**config.mk**
```make
export PLATFORM = sky130hd
export DESIGN_NAME = axis_read_address
export DESIGN_NICKNAME = d
export VERILOG_FILES = /design/src/rtl/axis_read_address_pkg.sv /design/src/rtl/axis_read_address.sv
export SDC_FILE = /design/constraint.sdc
export NUM_CORES = 1
export LEC_CHECK = 0
export BUFFER_PORTS_ARGS = -buffer_cell sky130_fd_sc_hd__buf_2
export CORE_MARGIN = 2
export CORE_UTILIZATION = 30
export DETAILED_ROUTE_END_ITERATION = 10
export PLACE_DENSITY = 0.53
export SLEW_MARGIN = 20
export SYNTH_ARGS = -nofsm -noshare
export SYNTH_HDL_FRONTEND = slang
export SYNTH_SLANG_ARGS = --single-unit
```
**constraint.sdc**
```tcl
create_clock -name clk -period 4.2 [get_ports clk]
set_input_delay 1.05 -clock clk [delete_from_list [all_inputs] [get_ports clk]]
set_output_delay 1.05 -clock clk [all_outputs]
set_load 0.01 [all_outputs]
```
**src/rtl/axis_read_address_pkg.sv**
```systemverilog
// axis_read_address_pkg: AXI constants and a log2 helper shared by the axis read path
`ifndef AXIS_READ_ADDRESS_PKG_SV
`define AXIS_READ_ADDRESS_PKG_SV
package axis_read_address_pkg;
  localparam logic [1:0] AXI_BURST_INCR = 2'b01;
  localparam int AXI_4K_BYTES = 4096;
  function automatic int clog2(input int v);
    int r;
    r = 0;
    for (int i = 0; i < 31; i++) if ((1 << i) < v) r = i + 1;
    return r;
  endfunction
endpackage
`endif

```
**src/rtl/axis_read_address.sv**
```systemverilog
// axis_read_address: splits one streaming read transfer into 4 KiB-safe AXI4 INCR read-address bursts
module axis_read_address
  import axis_read_address_pkg::*;
#(
  parameter int CONFIG_DWIDTH  = 32,
  parameter int CONFIG_AWIDTH  = 32,
  parameter int WIDTH_RATIO    = 16,
  parameter int AXI_ADDR_WIDTH = 32,
  parameter int AXI_LEN_WIDTH  = 8,
  parameter int AXI_DATA_WIDTH = 32,
  parameter int BURST_MAX      = 256
) (
  input  logic                      clk,
  input  logic                      rst,
  input  logic [CONFIG_AWIDTH-1:0]  cfg_address,
  input  logic [CONFIG_DWIDTH-1:0]  cfg_length,
  input  logic                      cfg_valid,
  output logic                      cfg_ready,
  output logic [AXI_ADDR_WIDTH-1:0] axi_araddr,
  output logic [AXI_LEN_WIDTH-1:0]  axi_arlen,
  output logic [2:0]                axi_arsize,
  output logic [1:0]                axi_arburst,
  output logic                      axi_arvalid,
  input  logic                      axi_arready
);
  localparam int BYTES = AXI_DATA_WIDTH / 8;
  localparam int BSHIFT = clog2(BYTES);
  localparam int RSHIFT = clog2(WIDTH_RATIO);
  localparam int BW = CONFIG_DWIDTH + 1;
  localparam int I_IDLE = 0, I_CONFIG = 1, I_SETUP = 2, I_ACTIVE = 3, I_DONE = 4;
  logic [4:0] state, state_next;
  logic [AXI_ADDR_WIDTH-1:0] addr;
  logic [CONFIG_DWIDTH-1:0] len;
  logic [BW-1:0] beats, blen, beats_cfg, blen_c, beats_left, cap;
  logic [12:0] to4k;
  logic cfg_fire, ar_fire;
  assign axi_arsize = 3'(BSHIFT);
  assign axi_arburst = AXI_BURST_INCR;
  always_ff @(posedge clk) begin
    if (rst) state <= 5'b1 << I_IDLE;
    else state <= state_next;
  end
  always_comb begin
    state_next = state;
    if (cfg_fire) state_next = 5'b1 << I_CONFIG;
    if (state[I_CONFIG]) state_next = 5'b1 << (beats_cfg == '0 ? I_DONE : I_SETUP);
    if (state[I_SETUP]) state_next = 5'b1 << I_ACTIVE;
    if (ar_fire) state_next = 5'b1 << (beats_left == '0 ? I_DONE : I_SETUP);
    if (state[I_DONE]) state_next = 5'b1 << I_IDLE;
  end
  always_comb begin
    cfg_fire = state[I_IDLE] && cfg_valid && cfg_ready;
    ar_fire = state[I_ACTIVE] && axi_arready;
  end
  // extra top bit in beats_cfg keeps the round-up from wrapping at max length
  always_comb begin
    beats_cfg = ({1'b0, len} + BW'(WIDTH_RATIO - 1)) >> RSHIFT;
    to4k = (13'(AXI_4K_BYTES) - {1'b0, addr[11:0]}) >> BSHIFT;
    cap = beats < BW'(BURST_MAX) ? beats : BW'(BURST_MAX);
    blen_c = cap < BW'(to4k) ? cap : BW'(to4k);
    beats_left = beats - blen;
  end
  // cfg_ready rises one cycle after returning to IDLE, so a finished transfer settles first
  always_ff @(posedge clk) begin
    if (rst) begin
      cfg_ready <= 1'b1;
      addr <= '0;
      len <= '0;
      beats <= '0;
      blen <= '0;
      axi_araddr <= '0;
      axi_arlen <= '0;
      axi_arvalid <= 1'b0;
    end else begin
      cfg_ready <= state[I_IDLE] && state_next[I_IDLE];
      if (cfg_fire) begin
        addr <= AXI_ADDR_WIDTH'(cfg_address) & ~AXI_ADDR_WIDTH'(BYTES - 1);
        len <= cfg_length;
      end
      if (state[I_CONFIG]) beats <= beats_cfg;
      if (state[I_SETUP]) begin
        blen <= blen_c;
        axi_araddr <= addr;
        axi_arlen <= AXI_LEN_WIDTH'(blen_c - BW'(1));
        axi_arvalid <= 1'b1;
      end
      if (ar_fire) begin
        axi_arvalid <= 1'b0;
        addr <= addr + AXI_ADDR_WIDTH'(blen << BSHIFT);
        beats <= beats_left;
      end
    end
  end
endmodule

```
==> key figures, run 1 <==
Synth
  – Register area share after synthesis: 0.306
  – Synth top area share: 0.306
  – Main area contributors after synthesis: dfxtp_1, ha_1, nand2_1, a21oi_1, nor2_1
  – Cells after synthesis: 1479
  – Yosys reg bits: 173
  – Post-synth top cells: nand2_1, dfxtp_1, nor2_1
  – Yosys warns: 0
  – Cell taking the most area after synthesis: dfxtp_1
  – Post-Syn Area per Cell: 7.65 um2
  – Number of synthesized flops with an enable pin: 0
  – Synthesized area: 0.0113 mm2
  – Cell variety after synth: 70
  – Async set-reset flop share out of synthesis: 0
  – Most frequent cell after synthesis: nand2_1
  – Main synth FF type: dfxtp_1

Layout
  – Share of cells above drive strength 1: 0.119
  – Fin util: 0.346
  – Nets@finish: ~1.7k
  – Cell area after layout: 0.0129 mm2
  – ANT cells: 0
  – Final std cells w/o fill: 2073
  – Area Growth Syn to Fin: 14.3%

Routing
  – TritonRoute pass-1 iters: 5
  – Drc violations: 0
  – Via count: between 10k and 15k
  – Vias per cell: between 5 and 6
  – Final wirelength: ~34000 um
  – WL/cell: approximately 16 um
  – Post-route ant nets: 0
  – DRT iter0 DRCs: 630

Place
  – Cells after DPL: 2040
  – Placer Congestion: just over 0.9
  – Dpl cell area: 0.0123 mm2
  – DP Worst Slack: -0.0183 ns
  – HPWL Detailed: around 26000 um
  – PortBufs: 105

Power and ir drop
  – Clk pwr share: 0.247
  – Overall power: between 6 and 7 mW
  – Worst vdd ir: roughly 0.36 mV
  – Net switching power: 2.70 mW
  – P_int: 3.75 mW
  – PwrDens: 500 mW/mm2
  – Sw frac: 0.418
  – Lkg Pwr: 5.26 nW
  – Comb power frac: 0.448
  – Flop pwr share: 0.305

Floorplan
  – Starting density of the core: 0.302
  – Core Area: 0.0374 mm2
  – Die X-Extent: a little under 200 um
  – Std-Cell Rows: 71
  – Full die area: 0.0393 mm2
  – Die Height: 198 um
  – Ports: 115

Global routing
  – Antenna violations before repair: 0
  – Vias in the first global route: 9898
  – GR Util All Layers: 0.175
  – First-pass GRT wire length: 54200 um
  – Largest net degree at the start of global routing: 58
  – Overflow after GRT: 0

Setup path
  – Crit path DAT: 4.22 ns
  – FF-to-FF setup slack: 0.30 ns
  – Worst Path Required: between 4 and 5 ns
  – Element type at the critical path end: flop
  – CP max FO: 9
  – Worst R2R End: axi_arlen[6]
  – Startpoint types: flop
  – R2R depth: 16
  – Critical path class: reg2reg
  – Reg-to-reg startpoint: beats[21]

Timing
  – Final hold slack: between 0.4 and 0.5 ns
  – Max Slew Vio Count: 0
  – Worst Max-Slew Pin Slew: 0.972 ns
  – Final setup viols: 0
  – Final Hold Fails: 0
  – Final min period: 3.90 ns
  – Setup slack after layout: 0.295 ns
  – RSZ-0062 raised after global routing: false
  – Clock skew: 0.0111 ns
  – Setup TNS: 0 ns
  – Final worst path period share: 0.930
  – Fmax: between 0.2 and 0.3 GHz
  – Worst slew margin: 0.350

Job
  – Max-cap violations: 0

Clock network
  – CTS max path bufs: 2
  – Post-CTS Hold Fix Bufs: 0
  – Sink Count: about 170
  – CTS tree: built
  – Root Driver: clkbuf_16
  – Clk Latency, worst-skew pair: around 0.45 ns
  – Clock-pin slew on the worst setup and hold paths: 0.07 ns
  – CTS Buf Count: 17
  – CTS H-tree lvls: 4

Run status
  – Status: finished, final reports clean

Worst hold path
  – Hold Crit Depth: 2
  – Worst hold start: blen[30]
  – Hold endpoint: blen[30]
  – HP Class: reg2reg
-- critical path, stage by stage, from the launching register on --
cell,delay (ns)
dfxtp_1,0.34
nor4_1,0.39
nand3_1,0.27
nor2_2,0.26
and2_1,0.22
ha_1,0.26
a21o_1,0.17
a21o_1,0.17
a21o_1,0.19
a221oi_1,0.34
o21ai_2,0.22
mux2i_1,0.24
ha_1,0.24
o211ai_1,0.12
xor2_1,0.16
mux2i_1,0.13
nor2_1,0.06
-- registers in the layout (all words and copies together) (netlist names) --
signal / count
addr: 30
axi_araddr: 30
axi_arlen: 8
axi_arvalid: 1
beats: 33
blen: 33
cfg_ready: 1
len: 32
state: 5
-- logic make-up after synthesis --
group / Yosys count / share of synthesized area
adder cells (fa/ha/maj): 76 / 0.0854
AND/OR/NAND/NOR: 568 / 0.230
XOR/XNOR: 81 / 0.0627
buffers and inverters: 149 / 0.0526
other: 2 / 0.000664
flip-flops: 173 / 0.306
multiplexers: 56 / 0.0502
AO/OA/AOI/OAI: 374 / 0.212
-- power by group through the flow --
stage	sequential, mW	clock [mW]	combinational [mW]
floorplan	1.92	0	2.15
global placement	2.01	0	2.85
global route	1.99	1.70	3.22
detailed placement	2.01	0	2.85
CTS	1.97	1.64	2.87
finish	1.97	1.60	2.89
-- cell type report --
class	instances	area, um2
clock buffer	18	429
sequential	173	3470
inverter	68	255
tap	511	639
multi-input combinational	1164	7290
timing repair buffer	125	691
fill	4030	24500
clock inverter	14	149
-- cell usage in the layout, fill, tap and decap left out, types with 14 or more instances in the layout --
cell type	Yosys	final
o211ai_1	17	17
buf_2	4	104
xnor2_1	48	48
nand2_1	199	198
clkbuf_16	0	17
o21ai_0	53	53
nand3_1	29	28
nand4_1	14	14
a31oi_1	15	15
ha_1	74	74
buf_4	8	20
a21o_1	26	26
a311oi_1	17	17
nor3_1	55	55
dfxtp_1	173	172
xor2_1	33	33
nor4_1	21	20
a21oi_1	135	135
or3_1	14	14
o21a_1	14	14
a211oi_1	32	32
nor2_1	164	163
nand2b_1	15	15
inv_1	68	68
mux2i_1	50	50
-- repair_timing --
action                                 4_1_cts  5_1_grt
buffers inserted                             0        1
setup endpoints to repair                    1       11
endpoints found under the hold margin        0        0
pin swaps                                    0        1
gates resized for setup                      1        1
-- how the worst max path moves through the flow --
stage,cells past startpoint,startpoint,to
final,16,beats[21],axi_arlen[6]
after global routing,17,beats[28],axi_arlen[6]
after CTS,16,beats[28],axi_arlen[6]
after detailed placement,16,beats[28],axi_arlen[6]
after global placement,16,beats[28],axi_arlen[6]
after floorplan,17,beats[28],axi_arlen[6]
-- layer usage --
layer / global-route usage / share of wire / vias up
li1: - / - / 5380
met1: 0.242 / 0.49 / 4931
met2: 0.285 / 0.46 / 175
met3: 0.0267 / 0.033 / 22
met4: 0.0395 / 0.011 / 0
met5: 0 / 0 / -
Note: power is estimated with default switching activity, not from simulation.
==> inputs of run 2 (changes only) <==
- RECOVER_POWER: default -> 50
==> run 2 against run 1 <==
Effect of this change: the flow now finishes with violations (max-capacitance violations, max-slew violations); via count about the same; combinational power barely moved; clock skew barely moved; final cell count stayed put; critical path type unchanged; largest power group unchanged.
==> key figures, run 2 (synthesized netlist as in run 1, its figures left out) <==
Setup path
  – Critical-path cell list: nor4_1 > nand3_1 > nor2_2 > and2_1 > ha_1 > a21o_1 > a21o_1 > a21o_1 > a221oi_1 > o21ai_2 > mux2i_1 > ha_1 > o211ai_1 > xor2_1 > mux2i_1 > nor2_1
  – Crit-path max cell delay: 0.38 ns (about the same)
  – Delay-heaviest family, CP: compound AO/OA/AOI/OAI gates
  – CP max FO: 9 (unchanged)
  – Critical-path top delay cell: nor4_1
  – Element type at the critical path end: flop
  – Critical path class: reg2reg
  – Startpoint types: flop
  – Crit path buffers/inverters: 0 (unchanged)
  – Most common cell type on the critical path: a21o_1
  – FF-to-FF setup slack: 0.29 ns (about the same)
  – Crit path DAT: 4.22 ns (about the same)
  – Worst Path Required: 4.51 ns (about the same)

Routing
  – Final wirelength: 33800 um (about the same)
  – Via count: 10.5k (-0.0095%)
  – DRT iter0 DRCs: 626 (-0.63%)
  – Vias per cell: 5.07 (about the same)
  – Drc violations: 0 (unchanged)
  – WL/cell: 16.3 um (about the same)
  – TritonRoute pass-1 iters: 5 (unchanged)
  – Post-route ant nets: 0 (unchanged)

Global routing
  – Largest net degree at the start of global routing: 58 (unchanged)
  – First-pass GRT wire length: 54200 um (unchanged)
  – Vias in the first global route: 9898 (unchanged)
  – Overflow after GRT: 0 (unchanged)
  – GR Util All Layers: 0.175 (unchanged)
  – Antenna violations before repair: 0 (unchanged)

Floorplan
  – Std-Cell Rows: 71 (unchanged)
  – Core Area: 0.0374 mm2 (unchanged)
  – Starting density of the core: 0.302 (unchanged)
  – Full die area: 0.0393 mm2 (unchanged)
  – Die X-Extent: 198 um (unchanged)
  – Die Height: 198 um (unchanged)
  – Ports: 115 (unchanged)

Power and ir drop
  – Lkg Pwr: 5.07 nW (-3.5%)
  – Sw frac: 0.419 (+0.000479)
  – Net switching power: 2.71 mW (+0.17%)
  – Worst vdd ir: 0.360 mV (-0.22%)
  – Clk pwr share: 0.247 (about the same)
  – Overall power: 6.46 mW (about the same)
  – PwrDens: 502 mW/mm2 (+0.55%)
  – Flop pwr share: 0.305 (about the same)
  – Comb power frac: 0.448 (about the same)
  – P_int: 3.75 mW (about the same)

Layout
  – Nets@finish: 1693 (unchanged)
  – Share of cells above drive strength 1: 0.0915 (-0.0275)
  – ANT cells: 0 (unchanged)
  – Cell area after layout: 0.0129 mm2 (-0.49%)
  – Commonest non-fill, non-tap cells in the layout: nand2_1, dfxtp_1, nor2_1
  – Commonest non-fill, non-tap cell in the layout: nand2_1
  – Top flop regs: beats: 33 flops, blen: 33 flops, len: 32 flops
  – Area Growth Syn to Fin: 13.7%
  – Fin util: 0.344 (-0.00171)

Timing
  – Setup slack after layout: 0.294 ns (-0.00144 ns)
  – Worst slew margin: -0.655 (-1.01)
  – Fmax: 0.256 GHz (about the same)
  – Final Hold Fails: 0 (unchanged)
  – Max Slew Vio Count: 117 (+117)
  – RSZ-0062 raised after global routing: false
  – Final setup viols: 0 (unchanged)
  – Clock skew: 0.0109 ns (-0.000183 ns)
  – Final min period: 3.91 ns (+0.00144 ns)
  – Worst Max-Slew Pin Slew: 2.48 ns (+1.51 ns)
  – Final worst path period share: 0.930 (about the same)

Place
  – DP Worst Slack: -0.0183 ns (unchanged)
  – HPWL Detailed: 26100 um (unchanged)
  – Placer Congestion: 0.909 (unchanged)
  – PortBufs: 105 (unchanged)
  – Dpl cell area: 0.0123 mm2 (unchanged)

Clock network
  – Post-CTS Hold Fix Bufs: 0 (unchanged)
  – CTS H-tree lvls: 4 (unchanged)
  – Clock-pin slew on the worst setup and hold paths: 0.07 ns (about the same)
  – CTS Buf Count: 17 (unchanged)
  – CTS tree: built
  – Clk Latency, worst-skew pair: 0.45 ns (about the same)
  – Root Driver: clkbuf_16
  – Sink Count: 173 (unchanged)
  – CTS max path bufs: 2 (unchanged)

Run status
  – Failing checks: max-capacitance violations, max-slew violations
  – Status: complete, but fails checks

Job
  – Max-cap violations: 3 (+3)

Worst hold path
  – HP Class: reg2reg
run 2: cell types whose count changed in the layout (fill, tap and decap cells not counted):
| cell | before | now |
|---|---|---|
| clkbuf_1 | 1 | 44 |
| buf_2 | 104 | 64 |
| buf_4 | 20 | 17 |
| dfxtp_2 | 0 | 1 |
| dfxtp_4 | 1 | 0 |
run 2: layer usage:
layer | up-vias | global-route usage | part of all wire
met4 | 0 | 0.0395 | 0.011
met2 | 187 | 0.285 | 0.46
li1 | 5371 | - | -
met3 | 22 | 0.0267 | 0.035
met1 | 4927 | 0.242 | 0.49
met5 | - | 0 | 0
run 2: path summary, 6_finish.rpt:
| path | startpoint | endpoint | cells after the start |
|---|---|---|---|
| max | beats[21] | axi_arlen[6] | 16 |
| min reg2reg | blen[30] | blen[30] | 2 |
| min | blen[30] | blen[30] | 2 |
| max reg2reg | beats[21] | axi_arlen[6] | 16 |
run 2: worst register-to-register path: cells and delay by family, from the launching register on:
kind | cells | cell delay (ns)
adder cells (fa/ha/maj) | 2 | 0.50
AO/OA/AOI/OAI | 6 | 1.21
AND/OR/NAND/NOR | 5 | 1.19
flip-flops | 1 | 0.34
multiplexers | 2 | 0.38
XOR/XNOR | 1 | 0.16
run 2: cell type report:
cell class,count,area [um2]
Clock inverter,14,149
Inverter,68,255
Timing Repair Buffer,125,629
Sequential cell,173,3460
Tap cell,511,639
Clock buffer,18,429
Multi-Input combinational cell,1164,7290
Fill cell,4049,24500
run 2: what timing repair did:
action / 4_1_cts / 5_1_grt
gates cloned: 0 / 0
pin swaps: 0 / 1
gates resized for setup: 1 / 1
buffers inserted: 0 / 1
setup endpoints to repair: 1 / 11
run 2: power groups by stage:
stage,registers (mW),clock network (mW),logic (mW)
final,1.97,1.60,2.89
after floorplan,1.92,0,2.15
after global placement,2.01,0,2.85
after global routing,1.99,1.70,3.22
after CTS,1.97,1.64,2.87
after detailed placement,2.01,0,2.85
run 2: metrics by stage:
stage	cells	hold WS (ns)	TNS, ns
final	2073	0.449	0
after CTS	2072	0.455	0
after global routing	2073	0.480	0
after detailed placement	2040	0.445	-0.0183
after global placement	2040	0.439	-0.00926
after floorplan	1486	0.401	0
